==> src/rtl/in_pass_n_filtered.sv <==
// in_pass_n_filtered
// N-channel pad-input pass cell for IO tiles. Each channel can bypass
// combinationally or go through a synchroniser, an optional glitch filter
// and a registered edge detector that emits one-cycle RISE/FALL pulses.
// CFG_* bits come from configuration memory and may change at run time.
//
// There is no valid/ready handshake on this block: I is sampled every CLK
// edge, and O/RISE/FALL are plain per-cycle levels with no back-pressure.
module in_pass_n_filtered #(
  parameter int WIDTH       = 8,
  parameter int SYNC_STAGES = 2,  // legal range 1..4
  parameter int FILT_BITS   = 4
) (
  input  logic                 CLK,
  input  logic                 RST,
  input  logic [WIDTH-1:0]     I,
  input  logic [WIDTH-1:0]     CFG_REG,
  input  logic [WIDTH-1:0]     CFG_FILT_EN,
  input  logic [FILT_BITS-1:0] CFG_FILT_LEN,
  output logic [WIDTH-1:0]     O,
  output logic [WIDTH-1:0]     RISE,
  output logic [WIDTH-1:0]     FALL
);

  // Synchroniser chain: sync_q[0] samples the pad, the last stage is the
  // settled value the filter looks at.
  logic [WIDTH-1:0]     sync_q [SYNC_STAGES];
  logic [WIDTH-1:0]     s_sync;

  // Filter state per channel.
  logic [WIDTH-1:0]     f_q;
  logic [WIDTH-1:0]     f_next;
  logic [FILT_BITS-1:0] cnt_q    [WIDTH];
  logic [FILT_BITS-1:0] cnt_next [WIDTH];

  // Registered edge pulses.
  logic [WIDTH-1:0]     rise_q;
  logic [WIDTH-1:0]     fall_q;

  // Shift pad inputs through the synchroniser; cleared asynchronously.
  always_ff @(posedge CLK or posedge RST) begin
    if (RST) begin
      for (int k = 0; k < SYNC_STAGES; k++) begin
        sync_q[k] <= '0;
      end
    end else begin
      sync_q[0] <= I;
      for (int k = 1; k < SYNC_STAGES; k++) begin
        sync_q[k] <= sync_q[k-1];
      end
    end
  end

  assign s_sync = sync_q[SYNC_STAGES-1];

  // Next filtered value and counter per channel. The counter only runs while
  // the synchronised input disagrees with the filtered value; acceptance uses
  // >= so lowering the length below the current count still accepts, and the
  // counter can never step past the largest length, so it never wraps.
  always_comb begin
    for (int n = 0; n < WIDTH; n++) begin
      f_next[n]   = f_q[n];
      cnt_next[n] = '0;
      if (!CFG_FILT_EN[n]) begin
        f_next[n]   = s_sync[n];
        cnt_next[n] = '0;
      end else if (s_sync[n] == f_q[n]) begin
        cnt_next[n] = '0;
      end else if (cnt_q[n] >= CFG_FILT_LEN) begin
        f_next[n]   = s_sync[n];
        cnt_next[n] = '0;
      end else begin
        cnt_next[n] = FILT_BITS'(cnt_q[n] + 1'b1);
      end
    end
  end

  // Filter state and edge pulses. The pulses are derived from the same
  // F -> F_next transition that updates O, so they line up with the first
  // cycle O shows the new value. Reset clears F directly without going
  // through f_next, so it never produces a pulse.
  always_ff @(posedge CLK or posedge RST) begin
    if (RST) begin
      f_q    <= '0;
      rise_q <= '0;
      fall_q <= '0;
      for (int n = 0; n < WIDTH; n++) begin
        cnt_q[n] <= '0;
      end
    end else begin
      f_q    <= f_next;
      rise_q <= ~f_q & f_next;
      fall_q <= f_q & ~f_next;
      for (int n = 0; n < WIDTH; n++) begin
        cnt_q[n] <= cnt_next[n];
      end
    end
  end

  // Output mux. The registered path keeps running in bypass mode, so turning
  // CFG_REG on shows the current F at once; pulses are masked while bypassed.
  assign O    = (CFG_REG & f_q) | (~CFG_REG & I);
  assign RISE = rise_q & CFG_REG;
  assign FALL = fall_q & CFG_REG;

endmodule

==> config.mk <==
export PLATFORM = sky130hd
export DESIGN_NAME = in_pass_n_filtered
export DESIGN_NICKNAME = d
export VERILOG_FILES = /design/src/rtl/in_pass_n_filtered.sv
export SDC_FILE = /design/constraint.sdc
export NUM_CORES = 1
export LEC_CHECK = 0
export BUFFER_PORTS_ARGS = -buffer_cell sky130_fd_sc_hd__buf_2
export CAP_MARGIN = 40
export CORE_ASPECT_RATIO = 1.75
export CORE_MARGIN = 10
export CORE_UTILIZATION = 45
export CTS_CLUSTER_DIAMETER = 150
export DETAILED_ROUTE_END_ITERATION = 10
export PLACE_DENSITY_LB_ADDON = 0.2
export REMOVE_ABC_BUFFERS = 1
export SYNTH_ARGS = -nofsm -noshare
export SYNTH_HDL_FRONTEND = slang
export SYNTH_SLANG_ARGS = --single-unit
==> constraint.sdc <==
create_clock -name CLK -period 2 [get_ports CLK]
set_input_delay 0.2 -clock CLK [delete_from_list [all_inputs] [get_ports CLK]]
set_output_delay 0.2 -clock CLK [all_outputs]
set_load 0.02 [all_outputs]
==> flow_summary.json <==
{
  "finalMaxSlewViolations": 0,
  "cts_root_buf": "clkbuf_16",
  "fin_tns_setup_ps": 0,
  "ioPinCount": 54,
  "layout.nets": 441,
  "cp.depth": 5,
  "die_y_um": 138,
  "cts_tree": "built",
  "synth_warnings": 0,
  "p_leak_nw": 2.21,
  "power_density_nw_per_um2": 931,
  "numCtsBuffers": 9,
  "gp_congestion": 0.795,
  "dr_total_vias": 2373,
  "cp-start-kind": "register",
  "dieWidth_um": 87.2,
  "post-route-drc-count": 0,
  "drive_above_1_share_pct": 25.5,
  "cts_resized": 0,
  "firstDrtPassIters": 4,
  "diodes": 0,
  "path_class": "register to register",
  "vias_per_cell": 5.11,
  "cts_buffer_depth": 2,
  "grt-ovfl-total": 0,
  "cp_slowest_cell": "dfrtp_1",
  "crit_path_max_incr_delay_ps": 410,
  "synth_area_um2": 3560,
  "ant_nets": 0,
  "first_global_vias": 2503,
  "dieArea_um2": 12000,
  "wl_per_cell_um": 14.9,
  "finalCriticalPeriod_ps": 1660,
  "finalHoldViolations": 0,
  "whs_path_depth": 4,
  "rsz0062_at_grt": "no",
  "post_synth_num_cell_types": 22,
  "ys_ff_latch": 72,
  "critPathRequiredTime_ps": 2210,
  "start_util_pct": 46.7,
  "path_max_fanout": 4,
  "fin_crit_sh_pct": 83.1,
  "synth_seq_area_share_pct": 50.6,
  "clk_pin_slew_ps": 50,
  "yosys.area.top_type": "dfrtp_1",
  "dp_hpwl_mm": 5.11,
  "setup_violations": 0,
  "arrival_ps": 1870,
  "ir_drop_mv": 0.489,
  "io_buffers": 53,
  "path_buf_inv": 0,
  "core_um2": 7620,
  "min_path_type": "primary input to register",
  "wl_mm": 6.94,
  "drv_cap": 0,
  "rr_worst_depth": 5,
  "final_core_util_pct": 57.2,
  "fmaxAchievable_mhz": 602,
  "netlist_instances": 296,
  "area_delta_synth_final_pct": 22.5,
  "core.rowCount": 42,
  "drt_iter0_drc": 43,
  "r2r_setup_slack_ps": 340,
  "h-tree-depth": 3,
  "cp_top_family": "simple AND/OR/NAND/NOR gates",
  "status": "complete, no violations",
  "path_cells": "ha_1 > nor4b_2 > o21ai_1 > nand2_1 > mux2_1",
  "slew_headroom_pct": 58.4,
  "cts.sinks": 72,
  "clk-insertion-delay-late_ps": 330,
  "finalClockSkew_ps": 4.92,
  "synth_top_area_share_pct": 50.6,
  "max_slew.worst_pin.slew_ps": 623,
  "grt_pass1_wl_mm": 11.6,
  "avgSynthCellArea_um2": 12.0,
  "grt_max_degree": 29,
  "antenna_found_initial": 0,
  "endpoint_kind": "register",
  "synth.area.top_cells": "dfrtp_1 (51%), ha_1 (14%), xor2_1 (3.9%), nor3b_1 (3.8%), and2_1 (2.8%)",
  "grt_use_total_pct": 12.3
}
-- layer usage --
layer  wire [um]  part of all wire [%]  GRT usage (%)  vias up
met4         149                   2.1           6.67        0
met1        2690                    39           12.8     1150
met3         301                   4.3           3.73       12
met5           0                     0              0        -
li1            -                     -              -     1169
met2        3790                    55           21.2       42
-- placed cells by master (no fill, tap or decap), types with 9 or more instances in the layout --
cell / n
and2_1: 16
buf_2: 53
clkbuf_16: 9
nand2_1: 10
dfrtp_1: 72
xor2_1: 16
nor2_1: 24
inv_1: 19
dlygate4sd3_1: 9
nor3b_1: 18
ha_1: 40
-- Yosys cell counts --
cell	n
dfrtp_1	72
ha_1	40
nor2_1	24
inv_1	20
nor3b_1	18
and2_1	16
xor2_1	16
nand2_1	10
and3_1	8
mux2_2	8
nand3_1	8
xnor2_1	8
a21bo_2	6
mux2_1	6
nand3b_1	6
nor2b_1	6
nor4b_2	6
o21ai_0	6
o21ai_1	6
mux2_4	2
o2111a_2	2
o211ai_1	2
-- worst reg2reg max path, cell delays in order (launching register included) --
cell and delay (ps):
dfrtp_1 410, ha_1 230, nor4b_2 270, o21ai_1 130
nand2_1 160, mux2_1 340
-- what timing repair did --
action / 4_1_cts / 5_1_grt
setup buffers: 0 / 0
hold endpoints to repair: 34 / 0
hold buffers: 9 / 0
-- worst paths after layout --
kind	from	to
worst max-delay path	cnt_q[2]	f_q[7]
worst min-delay path	CFG_FILT_EN[4]	rise_q[4]
worst max register to register	cnt_q[2]	f_q[7]
worst min register to register	sync_q[11]	s_sync[3]
max in group asynchronous	RST	cnt_q[31]
min in group asynchronous	RST	fall_q[6]
-- stage by stage --
step	setup WS (ps)	instances	total power, W	instance area, um^2	hold slack, ps
CTS	343	464	0.00412	4360	293
finish	338	464	0.00406	4360	297
floorplan	-24.9	296	0.00224	3560	231
global route	256	464	0.00429	4360	306
global placement	251	439	0.00245	3960	307
detailed placement	197	439	0.00247	3960	323
-- power by group --
group          leakage, nW  total, W  internal (W)  switching [W]
Sequential           0.933   0.00175       0.00161       0.000139
Clock                0.148   0.00161       0.00103       0.000580
Combinational         1.13  0.000705      0.000339       0.000365
-- cell families after synthesis --
logic type	after synthesis	synth area share (%)
flops	72	50.6
mux	16	5.27
compound gates	22	4.50
buf+inv	20	2.11
simple gates	102	17.6
xor+xnor	24	5.90
fa+ha+maj	40	14.1
-- flip-flops by register name (all words and copies together), names as in the netlist --
name    flops
s_sync      8
cnt_q      32
sync_q      8
f_q         8
fall_q      8
rise_q      8
-- layout make-up --
class	instances	area [um^2]
fill	636	3260
sequential	72	1800
multi-input combinational	204	1680
timing repair buffer	64	383
clock buffer	11	253
tap	88	110
inverter	20	75.1
clock inverter	5	55.1
(Power assumes the default switching activity.)
